**config.mk**
```make
export PLATFORM = sky130hd
export DESIGN_NAME = temp_entry_ctrl
export DESIGN_NICKNAME = d
export VERILOG_FILES = /design/src/rtl/temp_entry_ctrl.sv
export SDC_FILE = /design/constraint.sdc
export NUM_CORES = 1
export LEC_CHECK = 0
export ABC_AREA = 1
export CAP_MARGIN = 20
export CORE_ASPECT_RATIO = 1.25
export CORE_MARGIN = 5
export CORE_UTILIZATION = 34
export CTS_BUF_LIST = sky130_fd_sc_hd__clkbuf_2 sky130_fd_sc_hd__clkbuf_4 sky130_fd_sc_hd__clkbuf_8
export CTS_CLUSTER_DIAMETER = 50
export DETAILED_ROUTE_END_ITERATION = 10
export SYNTH_ARGS = -nofsm -noshare
export SYNTH_HDL_FRONTEND = slang
export SYNTH_SLANG_ARGS = --single-unit
```
**constraint.sdc**
```tcl
create_clock -name CLK -period 2.6 [get_ports CLK]
set_input_delay 0.39 -clock CLK [delete_from_list [all_inputs] [get_ports CLK]]
set_output_delay 0.39 -clock CLK [all_outputs]
set_load 0.01 [all_outputs]
```
**src/rtl/temp_entry_ctrl.sv**
```systemverilog
// temp_entry_ctrl: PS/2 two-digit setpoint entry with break/extended filtering; TEMP_ENTRY_TIMEOUT_EN adds an idle timeout
module temp_entry_ctrl #(
  parameter int TIMEOUT_CYCLES = 100_000_000,
  parameter int TO_W = 27
) (
  input  logic       CLK,
  input  logic       reset,
  input  logic       rx_done_tick,
  input  logic [7:0] scan_code,
  output logic [7:0] decenas,
  output logic [7:0] unidades,
  output logic       bandera,
  output logic       busy,
  output logic [1:0] digit_count,
  output logic       error
);
  typedef enum logic [1:0] {IDLE, TENS, UNITS, LOAD} state_t;
  state_t r_state, w_next;
  logic r_brk, r_ext, r_band, r_err;
  logic [7:0] r_dec, r_uni;
  logic w_key, w_digit, w_enter, w_bksp, w_reject, w_to_exp;
  if (2**TO_W <= TIMEOUT_CYCLES) begin : g_bad_w
    $error("TO_W too narrow for TIMEOUT_CYCLES");
  end
  assign w_key   = rx_done_tick && !r_brk && !r_ext && scan_code != 8'hF0 && scan_code != 8'hE0;
  assign w_digit = scan_code inside {8'h45, 8'h16, 8'h1E, 8'h26, 8'h25, 8'h2E, 8'h36, 8'h3D, 8'h3E, 8'h46};
  assign w_enter = scan_code == 8'h5A;
  assign w_bksp  = scan_code == 8'h66;
  assign decenas  = r_dec;
  assign unidades = r_uni;
  assign bandera  = r_band;
  assign error    = r_err;
  // prefix filter: F0 swallows one byte, E0 swallows through the first non-F0 byte
  always_ff @(posedge CLK or posedge reset)
    if (reset) begin
      r_brk <= 1'b0;
      r_ext <= 1'b0;
    end else if (rx_done_tick) begin
      if (r_ext) r_ext <= scan_code == 8'hF0;
      else if (r_brk) r_brk <= 1'b0;
      else begin
        r_brk <= scan_code == 8'hF0;
        r_ext <= scan_code == 8'hE0;
      end
    end
`ifdef TEMP_ENTRY_TIMEOUT_EN
  logic [TO_W-1:0] r_to;
  assign w_to_exp = busy && !rx_done_tick && r_to == TO_W'(TIMEOUT_CYCLES - 1);
  // idle timer: counts quiet cycles mid-entry, any received byte restarts it
  always_ff @(posedge CLK or posedge reset)
    if (reset) r_to <= '0;
    else r_to <= (!busy || rx_done_tick || w_to_exp) ? '0 : r_to + 1'b1;
`else
  assign w_to_exp = 1'b0;
`endif
  // state register
  always_ff @(posedge CLK or posedge reset)
    if (reset) r_state <= IDLE;
    else r_state <= w_next;
  // next-state logic; keys arriving in LOAD are dropped
  always_comb begin
    w_next = r_state;
    case (r_state)
      IDLE:    w_next = (w_key && w_digit) ? TENS : IDLE;
      TENS:    if (w_key) w_next = w_digit ? UNITS : w_enter ? LOAD : w_bksp ? IDLE : TENS;
      UNITS:   if (w_key) w_next = w_enter ? LOAD : w_bksp ? TENS : UNITS;
      default: w_next = IDLE;
    endcase
    if (w_to_exp) w_next = IDLE;
  end
  // state-decoded outputs and key rejection
  always_comb begin
    busy        = r_state == TENS || r_state == UNITS;
    digit_count = r_state == TENS ? 2'd1 : r_state == UNITS ? 2'd2 : 2'd0;
    w_reject    = w_key && ((r_state == TENS && !w_digit && !w_enter && !w_bksp) ||
                            (r_state == UNITS && !w_enter && !w_bksp));
  end
  // digit registers and registered pulses; bandera follows the LOAD cycle
  always_ff @(posedge CLK or posedge reset)
    if (reset) begin
      r_dec  <= 8'h00;
      r_uni  <= 8'h00;
      r_band <= 1'b0;
      r_err  <= 1'b0;
    end else begin
      r_band <= r_state == LOAD;
      r_err  <= w_reject || w_to_exp;
      if (w_to_exp) begin
        r_dec <= 8'h00;
        r_uni <= 8'h00;
      end else if (w_key) begin
        case (r_state)
          IDLE: if (w_digit) begin
            r_dec <= scan_code;
            r_uni <= 8'h00;
          end
          TENS: if (w_digit) r_uni <= scan_code;
            else if (w_enter) begin
              r_uni <= r_dec;
              r_dec <= 8'h45;
            end else if (w_bksp) r_dec <= 8'h00;
          UNITS: if (w_bksp) r_uni <= 8'h00;
          default: ;
        endcase
      end
    end
endmodule

```
==> impl_results.md, run 1 <==
- Outcome: finished, final reports clean
- Effective utilization at floorplan: between 30% and 40%
- Flop-to-flop setup slack: approximately 0.94 ns
- Final setup violation count: 0
- CTS tree: built
- Gate power share: 55.2%
- Die X: between 60 and 70 um
- Cell Area, Synth: between 0.0015 and 0.002 mm2
- Fin cells: about 310
- Initial antenna violation count: 0
- # IOs: 32
- Maxcap violations: 0
- Mapped Nets: between 200 and 250
- CORE AREA: approximately 0.0044 mm2
- Fin crit share: between 80% and 90%
- Maximum resistive drop on vdd: 0.0003652 V
- Post-synthesis sequential area ratio: a little over a third
- I/O Buffers: 31
- Filler cells: around 440
- FF+latch area: approximately 550 um2
- Crit path time final: approximately 2.1 ns
- Gpl congestion: roughly 0.86
- Clock transition at path regs: approximately 0.080 ns
- Seq pwr share: 32.0%
- Starting DRC count in detailed routing: 40
- Antenna-violating nets left: 0
- Vias: between 1,000 and 1,500
- Final hold violations: 0
- Final worst clock skew: between 0.003 and 0.004 ns
- Crit Path Max Fanout: 9
- Post_cts resized: 0
- Dpl cells: between 300 and 400
- Sw Ratio: 40.62%
- Critical Path Sink Type: output pin
- Total negative slack: 0 ns
- Total die area: approximately 0.0059 mm2
- Pwr dens: 850.4 mW/mm2
- Leakage: roughly 1 nW
- Total track usage: 11.65%
- Routed WL per cell: roughly 11 um
- Fin. max-slew vios: 0
- Cells after Synth: ~210
- First-pass GRT wire length: approximately 5.5 mm
- FP Rows: 27
- Critical path class: flop to output pin
- RSZ-0062 raised after global routing: false
- YS warnings: 0
- Largest net degree at the start of global routing: 23
- Slew margin rel.: 79.37%
- Number of synthesized register bits: 22
- Root buf cell: clkbuf_8
- CP arrival: about 1.7 ns
- Longest Clk Path Bufs: 2
- NumNets Final: about 270
- Critical Path RT: 2.21 ns
- Worst setup SP type: flop
- Power share of the clock group: approximately an eighth
- Worst slew pin tran: about 0.31 ns
- Footprint of the multi-input gates: about 820 um2
- Total Routed Length: ~3.3 mm
- Remaining DRCs: 0
- Global route total overflow: 0
- Layout cell share with drive strength beyond 1: ~13%
- Die H: about 84 um
- Post-DP HPWL: roughly 2.7 mm
- Skew-Pair Late Insertion Delay: 0.26 ns
- Layout area overhead: 27.41%
- HP Class: input pin to asynchronous set/reset pin
- Antenna Cells: 0
- Vias in the first global route: approximately 1,200
- Max H-tree Level: 1
- Num CTS Buffers: 3
- CTS Hold Bufs: 0
- FMAX: ~0.48 GHz
- Mapped Avg Cell Area: between 7 and 8 um2
- Vias per cell: between 4 and 5
- Sink Count: 22
- Largest stage delay on the critical path: 0.60 ns
- Sw power: 0.6630 mW
- Crit path max-delay cell type: clkdlybuf4s50_1
- Post-CTS setup repair buffer count: 0
- Pre-antenna DRT Iters: 4
- Pint: 0.9693 mW
- CP Cell Sequence: inv_1, ha_1, clkdlybuf4s50_1
- Yosys cell types: 23
[per-stage QoR]
stage | setup WS (ns) | hold WS (ns) | utilization [%] | area [um2] | power [mW]
4_1_cts | 0.4799 | 0.4626 | 44.04 | 1919 | 1.659
3_3_place_gp | 0.3482 | 0.4617 | 43.10 | 1878 | 1.436
2_1_floorplan | 1.160 | 0.3792 | - | 1506 | 1.099
5_1_grt | 0.3851 | 0.4929 | 44.04 | 1919 | 1.774
3_5_place_dp | 0.3107 | 0.4653 | 43.10 | 1878 | 1.440
6_report | 0.4996 | 0.4561 | 44.04 | 1919 | 1.632
[per-layer routing]
layer,up-vias,GRT usage (%),share of wire [%]
met4,0,4.263,1.3
met2,23,20.14,49
met5,-,0,0
met3,2,1.677,3.0
li1,711,-,-
met1,575,14.65,47
[layout by cell type (no fill, tap or decap), types with 2 or more instances in the layout]
cell	netlist	routed
dfrtp_1	22	22
nand3_2	2	2
nand2_2	5	5
nor2_1	25	25
ha_1	5	5
nand3_1	5	5
o21ai_0	6	6
a21oi_1	4	4
buf_4	0	2
o21ai_2	4	4
clkbuf_8	0	3
nor2_8	2	2
inv_2	3	3
nor2_2	4	4
clkdlybuf4s50_1	0	31
nand2_4	5	5
nand2_1	87	87
inv_1	26	26
[layout make-up]
class / count / share of cell area, %
clock buffer: 3 / 2.151
inverter: 29 / 5.671
multi-input combinational: 160 / 42.76
sequential: 22 / 28.68
tap: 58 / 3.781
timing repair buffer: 33 / 16.95
[final timing paths]
| check | startpoint | end | cells after the start |
|---|---|---|---|
| setup / recovery | r_state[1]$_DFFE_PP0P_ | digit_count[0] | 3 |
| hold / removal | reset | unidades[2]$_DFFE_PP0P_ | 3 |
| setup reg to reg | r_state[1]$_DFFE_PP0P_ | decenas[2]$_DFFE_PP0P_ | 7 |
| hold reg to reg | unidades[5]$_DFFE_PP0P_ | unidades[5]$_DFFE_PP0P_ | 2 |
| max in group asynchronous | reset | decenas[1]$_DFFE_PP0P_ | 3 |
| min in group CLK | unidades[5]$_DFFE_PP0P_ | unidades[5]$_DFFE_PP0P_ | 2 |
[Yosys cell counts]
cell type	count	area, um2
nand2_1	87	326.6
inv_1	26	97.59
nor2_1	25	93.84
dfrtp_1	22	550.5
o21ai_0	6	30.03
ha_1	5	62.56
nand2_2	5	31.28
nand2_4	5	56.30
nand3_1	5	25.02
a21oi_1	4	20.02
nor2_2	4	25.02
o21ai_2	4	35.03
inv_2	3	11.26
buf_6	2	22.52
nand3_2	2	20.02
nor2_8	2	40.04
a21boi_0	1	7.510
clkbuf_1	1	3.750
nand3_4	1	17.52
nand3b_1	1	7.510
nand4_1	1	6.260
nor2_4	1	11.26
nor3_1	1	5.000
[power groups by stage]
stage                     Sequential (mW)  Combinational, mW  Clock [mW]
after global routing                0.542               1.00       0.229
final                               0.522              0.901       0.209
after floorplan                     0.563              0.535           0
after global placement              0.532              0.904           0
after detailed placement            0.532              0.908           0
after CTS                           0.526              0.915       0.218
[cells by family after synthesis]
group	share of synthesized area, %
adder cells (fa/ha/maj)	4.153
AO/OA/AOI/OAI	6.146
flip-flops	36.54
AND/OR/NAND/NOR	44.19
buffers and inverters	8.969
[critical path: cells and delay by family, from the launching register on]
kind	cells	cell delay (ns)
adder cells (fa/ha/maj)	1	0.33
flip-flops	1	0.43
buffers and inverters	2	0.69
[flip-flops by register name, indices dropped and copies added, names as in the netlist]
name	count
unidades	8
error	1
bandera	1
r_ext	1
r_state	2
r_brk	1
decenas	8
Power figures use the tool's default switching activity.
==> run 2: changes to the inputs <==
==> constraint.sdc (replaced) <==
create_clock -name CLK -period 2 [get_ports CLK]
set_input_delay 0.3 -clock CLK [delete_from_list [all_inputs] [get_ports CLK]]
set_output_delay 0.3 -clock CLK [all_outputs]
set_load 0.01 [all_outputs]
==> impl_results.md, run 2 (synthesis gave the netlist of run 1 again) <==
- CP arrival: 1.61 ns (-0.10 ns)
- Maxcap violations: 0 (unchanged)
- Max H-tree Level: 1 (unchanged)
- Vias per cell: 4.327 (+0.67%)
- Worst setup SP type: flop
- Slew margin rel.: 80.98% (+1.6 points)
- CORE AREA: 0.004358 mm2 (unchanged)
- Final worst clock skew: 0.002296 ns (-0.0008205 ns)
- Pre-antenna DRT Iters: 4 (unchanged)
- Sink Count: 22 (unchanged)
- Total die area: 0.005870 mm2 (unchanged)
- Setup WS pre-CTS: -0.1023 ns (-0.4129 ns)
- Maximum resistive drop on vdd: 0.0005233 V (+43%)
- Initial antenna violation count: 0 (unchanged)
- Delay-heaviest family, CP: buffers and inverters
- RSZ-0062 raised after global routing: true
- Layout area overhead: 37.04%
- Die X: 69.54 um (unchanged)
- Worst r2r dst: decenas[2]$_DFFE_PP0P_
- Antenna Cells: 0 (unchanged)
- Buffer and inverter count on the worst path: 2 (unchanged)
- Total track usage: 12.20% (+0.54 points)
- Critical path class: flop to output pin
- Fin crit share: 95.43%
- HP Class: input pin to asynchronous set/reset pin
- M3 GR Usage: 1.198% (-0.48 points)
- Most common cell after layout, fill and taps aside: nand2_1
- FMAX: roughly 0.52 GHz
- # IOs: 32 (unchanged)
- Crit Path Max Fanout: 8 (-1)
- First-pass GRT wire length: 5.878 mm (+6.2%)
- Final Util: 47.37% (+3.3 points)
- Effective utilization at floorplan: 34.57% (unchanged)
- NumNets Final: 284 (+7.2%)
- Clock transition at path regs: 0.07 ns (about the same)
- Layout cell share with drive strength beyond 1: 19.55% (+6.6 points)
- Outcome: finished, final reports clean
- Remaining DRCs: 0 (unchanged)
- Worst slew pin tran: 0.2853 ns (-0.02405 ns)
- Total negative slack: 0 ns (unchanged)
- Antenna-violating nets left: 0 (unchanged)
- Critical Path Sink Type: output pin
- Final WS setup: 0.09139 ns (-0.4082 ns)
- Total Routed Length: 3.456 mm (+4.8%)
- CTS tree: built
- Skew-Pair Late Insertion Delay: 0.25 ns (about the same)
- Root buf cell: clkbuf_8
- Global route total overflow: 0 (unchanged)
- Die H: 84.42 um (unchanged)
- Vias: 1,402 (+6.9%)
- Leakage: 1.098 nW (+8.9%)
- Vias in the first global route: 1,318 (+6.3%)
- DP Area: 0.002021 mm2 (+7.6%)
- Critical Path RT: 1.70 ns (-0.51 ns)
- CP Cell Sequence: inv_1, ha_2, clkdlybuf4s50_1
- Longest Clk Path Bufs: 2 (unchanged)
- Post-DP HPWL: 2.828 mm (+6.4%)
- Post-CTS setup repair buffer count: 0 (unchanged)
- Fin. max-slew vios: 0 (unchanged)
- Final setup violation count: 0 (unchanged)
- Num CTS Buffers: 3 (unchanged)
- Largest stage delay on the critical path: 0.56 ns (-0.04 ns)
- Final hold violations: 0 (unchanged)
- Grt met2 use: 21.01% (+0.87 points)
- I/O Buffers: 31 (unchanged)
- Crit path max-delay cell type: clkdlybuf4s50_1
- Gpl congestion: 0.8487 (-0.85%)
- Crit path time final: roughly 1.9 ns
- M1 GR Usage: 15.38% (+0.73 points)
- Pwr dens: 1047 mW/mm2 (+23%)
- FP Rows: 27 (unchanged)
- Commonest cells after routing, fill and taps aside: nand2_1, clkdlybuf4s50_1, inv_1
- Most used routing layer: met2
- Largest net degree at the start of global routing: 23 (unchanged)
- Flop-to-flop setup slack: 0.41 ns (-0.53 ns)
- R2r startpoint: r_ext$_DFFE_PP0P_
- Design Area, Final: 0.002064 mm2 (+7.6%)
- Routed WL per cell: 10.67 um (-1.4%)
- Starting DRC count in detailed routing: 43 (+7.5%)
- R2r worst-path depth: 8 (+1)
-- run 2: changes by cell type in the layout (fill, tap and decap cells not counted), sizes merged --
cell and delta:
buf +19
-- run 2: routing by layer --
metal	vias to the layer above	routed length, um
li1	750	-
met1	621	1580
met2	25	1674
met3	6	114
met4	0	86
met5	-	0
-- run 2: cell type report --
| type | instances | area (um2) |
|---|---|---|
| clock buffers | 3 | 41.29 |
| fillers | 441 | 2293 |
| repair buffers | 52 | 467.9 |
| multi-input cells | 160 | 823.3 |
| flip-flops and latches | 22 | 550.5 |
| well taps | 58 | 72.57 |
| inverters | 29 | 108.9 |
-- run 2: how the worst max path moves through the flow --
stage | start | end | slack [ns] | cells after the start
2_1_floorplan | r_state[1]$_DFFE_PP0P_ | decenas[2]$_DFFE_PP0P_ | 0.56 | 6
4_1_cts | r_state[1]$_DFFE_PP0P_ | digit_count[0] | 0.06 | 3
3_5_place_dp | scan_code[4] | decenas[2]$_DFFE_PP0P_ | -0.10 | 10
6_report | r_state[1]$_DFFE_PP0P_ | digit_count[0] | 0.09 | 3
5_1_grt | r_state[1]$_DFFE_PP0P_ | digit_count[0] | -0.009 | 3
3_3_place_gp | scan_code[3] | decenas[2]$_DFFE_PP0P_ | -0.05 | 10
-- run 2: worst register-to-register path: cells and delay by family (launching register included) --
kind,cells,cell delay [ns]
and+or+nand+nor,6,0.98
DFF,1,0.38
AOI/OAI and AO/OA,1,0.06
buffers and inverters,1,0.05
-- run 2: where the power goes --
group	switching, mW	total, mW	internal [mW]	leakage [nW]
clock	0.131	0.265	0.134	0.0216
sequential	0.0981	0.678	0.580	0.300
combinational	0.635	1.22	0.584	0.776
-- run 2: what timing repair did --
item | CTS | global route
pin swaps | 0 | 0
endpoints found under the hold margin | 0 | 0
setup endpoints to repair | 1 | 1
hold buffers | 0 | 0
gates resized for setup | 1 | 0
-- run 2: through the flow --
stage          hold slack, ns  std cells  total power [mW]
6_report               0.3751        324             2.162
5_1_grt                0.4212        324             2.355
3_3_place_gp           0.4630        321             1.915
3_5_place_dp           0.4659        321             1.918
2_1_floorplan          0.2892        214             1.428
4_1_cts                0.3748        324             2.210
==> run 3: changes to the inputs <==
--- a/config.mk
+++ b/config.mk
@@ -5,7 +5,7 @@
 export SDC_FILE = /design/constraint.sdc
 export NUM_CORES = 1
 export LEC_CHECK = 0
-export ABC_AREA = 1
+export ABC_AREA = 0
 export CAP_MARGIN = 20
 export CORE_ASPECT_RATIO = 1.25
 export CORE_MARGIN = 5
==> impl_results.md, run 3 <==
- Outcome: finished, violations left
- Failing checks: setup timing
- M3 GR Usage: 1.697% (+0.50 points)
- Total track usage: 15.25% (+3.1 points)
- Crit Path Max Fanout: 8 (unchanged)
- Most used routing layer: met2
- Vias in the first global route: 1,328 (+0.76%)
- Layout area overhead: 59.82%
- Layout cell share with drive strength beyond 1: 34.36% (+15 points)
- Effective utilization at floorplan: 34.55% (about the same)
- Antenna-violating nets left: 0 (unchanged)
- Design Area, Final: 0.002056 mm2 (-0.42%)
- Leakage: 0.9426 nW (-14%)
- RSZ-0062 raised after global routing: true
- Total die area: 0.005121 mm2 (-13%)
- Starting DRC count in detailed routing: 64 (+49%)
- FP Rows: 25 (-7.4%)
- Longest Clk Path Bufs: 2 (unchanged)
- Routed WL per cell: 16.44 um (+54%)
- DP Area: 0.001876 mm2 (-7.2%)
- I/O Buffers: 31 (unchanged)
- Die X: 65.02 um (-6.5%)
- Pwr dens: 708.1 mW/mm2 (-32%)
- CTS Hold Bufs: 0 (unchanged)
- Final hold violations: 0 (unchanged)
- Skew-Pair Late Insertion Delay: 0.27 ns (+0.02 ns)
- Remaining DRCs: 0 (unchanged)
- Top cells by count, synth: dfrtp_1, inv_1, o21ai_0, a21oi_1, nand2_1
- Maxcap violations: 0 (unchanged)
- Max H-tree Level: 1 (unchanged)
- Dpl cells: 227 (-29%)
- Mapped Nets: 142 (-38%)
- HP Class: input pin to asynchronous set/reset pin
- Largest stage delay on the critical path: 0.52 ns (-0.04 ns)
- First-pass GRT wire length: 6.175 mm (+5.1%)
- Prevailing post-synth register cell: dfrtp_1
- Critical path class: input pin to flop
- YS warnings: 0 (unchanged)
- Most common cell after layout, fill and taps aside: buf_4
- Critical Path RT: 2.15 ns (+0.45 ns)
- Worst setup SP type: input pin
- Critical Path Sink Type: flop
- Sink Count: 22 (unchanged)
- M1 GR Usage: 16.93% (+1.6 points)
- CTS tree: built
- Commonest cells after routing, fill and taps aside: buf_4, clkdlybuf4s50_1, dfrtp_1
- Worst slew pin tran: 0.3672 ns (+0.08188 ns)
- Final WS setup: -0.009675 ns (-0.1011 ns)
- CORE AREA: 0.003722 mm2 (-15%)
- Post-DP HPWL: 2.823 mm (-0.18%)
- Delay-heaviest family, CP: simple AND/OR/NAND/NOR gates
- Slew margin rel.: 75.19% (-5.8 points)
- Final worst clock skew: 0.003260 ns (+0.0009642 ns)
- Gpl congestion: 0.7830 (-7.7%)
- Top-count cell post-synth: dfrtp_1
- Final setup violation count: 3 (+3)
- Post-synthesis sequential area ratio: 42.80% (+6.3 points)
- Filler cells: 329 (-25%)
- Clock transition at path regs: 0.08 ns (about the same)
- FMAX: 0.4976 GHz (-5.0%)
- Post-synth ARST share: 100.0% (unchanged)
- Fin crit share: 100.5% (+5.1 points)
- Vias per cell: 5.460 (+26%)
- CP arrival: 2.16 ns (+0.55 ns)
- Total negative slack: -0.02726 ns (-0.02726 ns)
- Root buf cell: clkbuf_8
- Area contributors post-synth: dfrtp_1, ha_1, inv_1
- Crit path max-delay cell type: or4b_1
- Pre-antenna DRT Iters: 4 (unchanged)
- Seq pwr share: 42.0% (+11 points)
- Fin. max-slew vios: 0 (unchanged)
- Initial antenna violation count: 0 (unchanged)
- Buffer and inverter count on the worst path: 1 (-1)
- Power share of the clock group: 19.4% (+7.1 points)
- Pint: 1.014 mW (-22%)
- Yosys cell types: 40 (+74%)
- Sw power: 0.4418 mW (-49%)
- Fin cells: 235 (-27%)
- Post-synth top area cell: dfrtp_1
- Maximum resistive drop on vdd: 0.0002486 V (-52%)
- Cell Area, Synth: 0.001286 mm2 (-15%)
- Global route total overflow: 0 (unchanged)
- Crit path time final: 2.010 ns (+0.1011 ns)
- Largest net degree at the start of global routing: 23 (unchanged)
- CP Cell Sequence: buf_6, or4b_1, a211o_1, or2_4, a211o_4, mux2_4
- Mapped Avg Cell Area: 10.21 um2 (+45%)
- Share of the synthesized area in the top cell type: 42.80% (+6.3 points)
- Antenna Cells: 0 (unchanged)
- Num CTS Buffers: 3 (unchanged)
- Gate power share: 38.5% (-18 points)
- Vias: 1,283 (-8.5%)
- Grt met2 use: 28.66% (+7.7 points)
- Die H: 78.77 um (-6.7%)
- Post-synth EDFFs: 0 (unchanged)
- Cells after Synth: 126 (-41%)
- # IOs: 32 (unchanged)
- NumNets Final: 213 (-25%)
- Total Routed Length: 3.863 mm (+12%)
- Number of synthesized register bits: 22 (unchanged)
- Sw Ratio: 30.35% (-9.6 points)
## run 3: cell count changes in the layout (fill, tap and decap cells not counted), moves of 8 or more
cell | before | now
nor2_1 | 25 | 3
clkdlybuf4s50_1 | 31 | 23
nand2_1 | 87 | 6
inv_1 | 26 | 12
buf_4 | 21 | 37
## run 3: final timing paths
check	start	endpoint	slack, ns	depth (start not counted)
max reg2reg	r_state[1]$_DFFE_PP0P_	decenas[6]$_DFFE_PP0P_	0.15	7
max	scan_code[4]	decenas[6]$_DFFE_PP0P_	-0.01	6
max in group asynchronous	reset	r_brk$_DFFE_PP0P_	1.41	3
min in group CLK	scan_code[4]	r_ext$_DFFE_PP0P_	0.39	3
min reg2reg	unidades[0]$_DFFE_PP0P_	unidades[0]$_DFFE_PP0P_	0.49	1
min	reset	unidades[2]$_DFFE_PP0P_	0.36	3
## run 3: cells by family after synthesis
kind of cell | count (synthesis) | share of synthesized area, %
compound gates | 42 | 22.86
flops | 22 | 42.80
simple gates | 34 | 16.73
mux | 7 | 6.809
buf+inv | 16 | 5.933
fa+ha+maj | 5 | 4.864
## run 3: per-stage QoR
stage	worst slack [ns]	hold WS [ns]	power [mW]	utilization (%)
after global routing	-0.03963	0.3959	1.530	55.23
final	-0.009675	0.3618	1.456	55.23
after floorplan	-0.2901	0.2892	0.8391	-
after detailed placement	-0.6682	0.4746	1.155	50.39
after CTS	-0.007546	0.3811	1.446	52.94
after global placement	-0.6379	0.4689	1.151	50.39
## run 3: cell type report
cell class | instances | area, um2 | share of cell area (%)
multi-input cells | 88 | 763.2 | 37.13
repair buffers | 70 | 605.6 | 29.46
flip-flops and latches | 22 | 550.5 | 26.78
well taps | 40 | 50.05 | 2.435
inverters | 12 | 45.04 | 2.191
clock buffers | 3 | 41.29 | 2.009
## run 3: repair_timing
item,4_1_cts,5_1_grt
endpoints found under the hold margin,0,0
buffers inserted,2,3
resized for setup,31,14
pin swaps,8,5
endpoints found under the setup margin,22,17
## run 3: power groups by stage
stage                     clock (mW)  sequential (mW)  combinational (mW)
after floorplan                    0            0.650               0.189
after global placement             0            0.620               0.531
after detailed placement           0            0.620               0.535
after CTS                      0.287            0.613               0.546
after global routing           0.305            0.626               0.599
final                          0.283            0.612               0.561
## run 3: worst register-to-register path, delay by kind of cell, from the launching register on
| family | cells | cell delay (ns) |
|---|---|---|
| simple gates | 1 | 0.11 |
| mux | 1 | 0.31 |
| buf+inv | 2 | 0.24 |
| flops | 1 | 0.42 |
| compound gates | 2 | 0.47 |
| fa+ha+maj | 1 | 0.21 |
## run 3: per-layer routing
| metal | up-vias | part of all wire, % | routed length [um] |
|---|---|---|---|
| li1 | 613 | - | - |
| met1 | 626 | 38 | 1481 |
| met2 | 37 | 56 | 2174 |
| met3 | 7 | 3.3 | 129 |
| met4 | 0 | 2.0 | 76 |
| met5 | - | 0 | 0 |
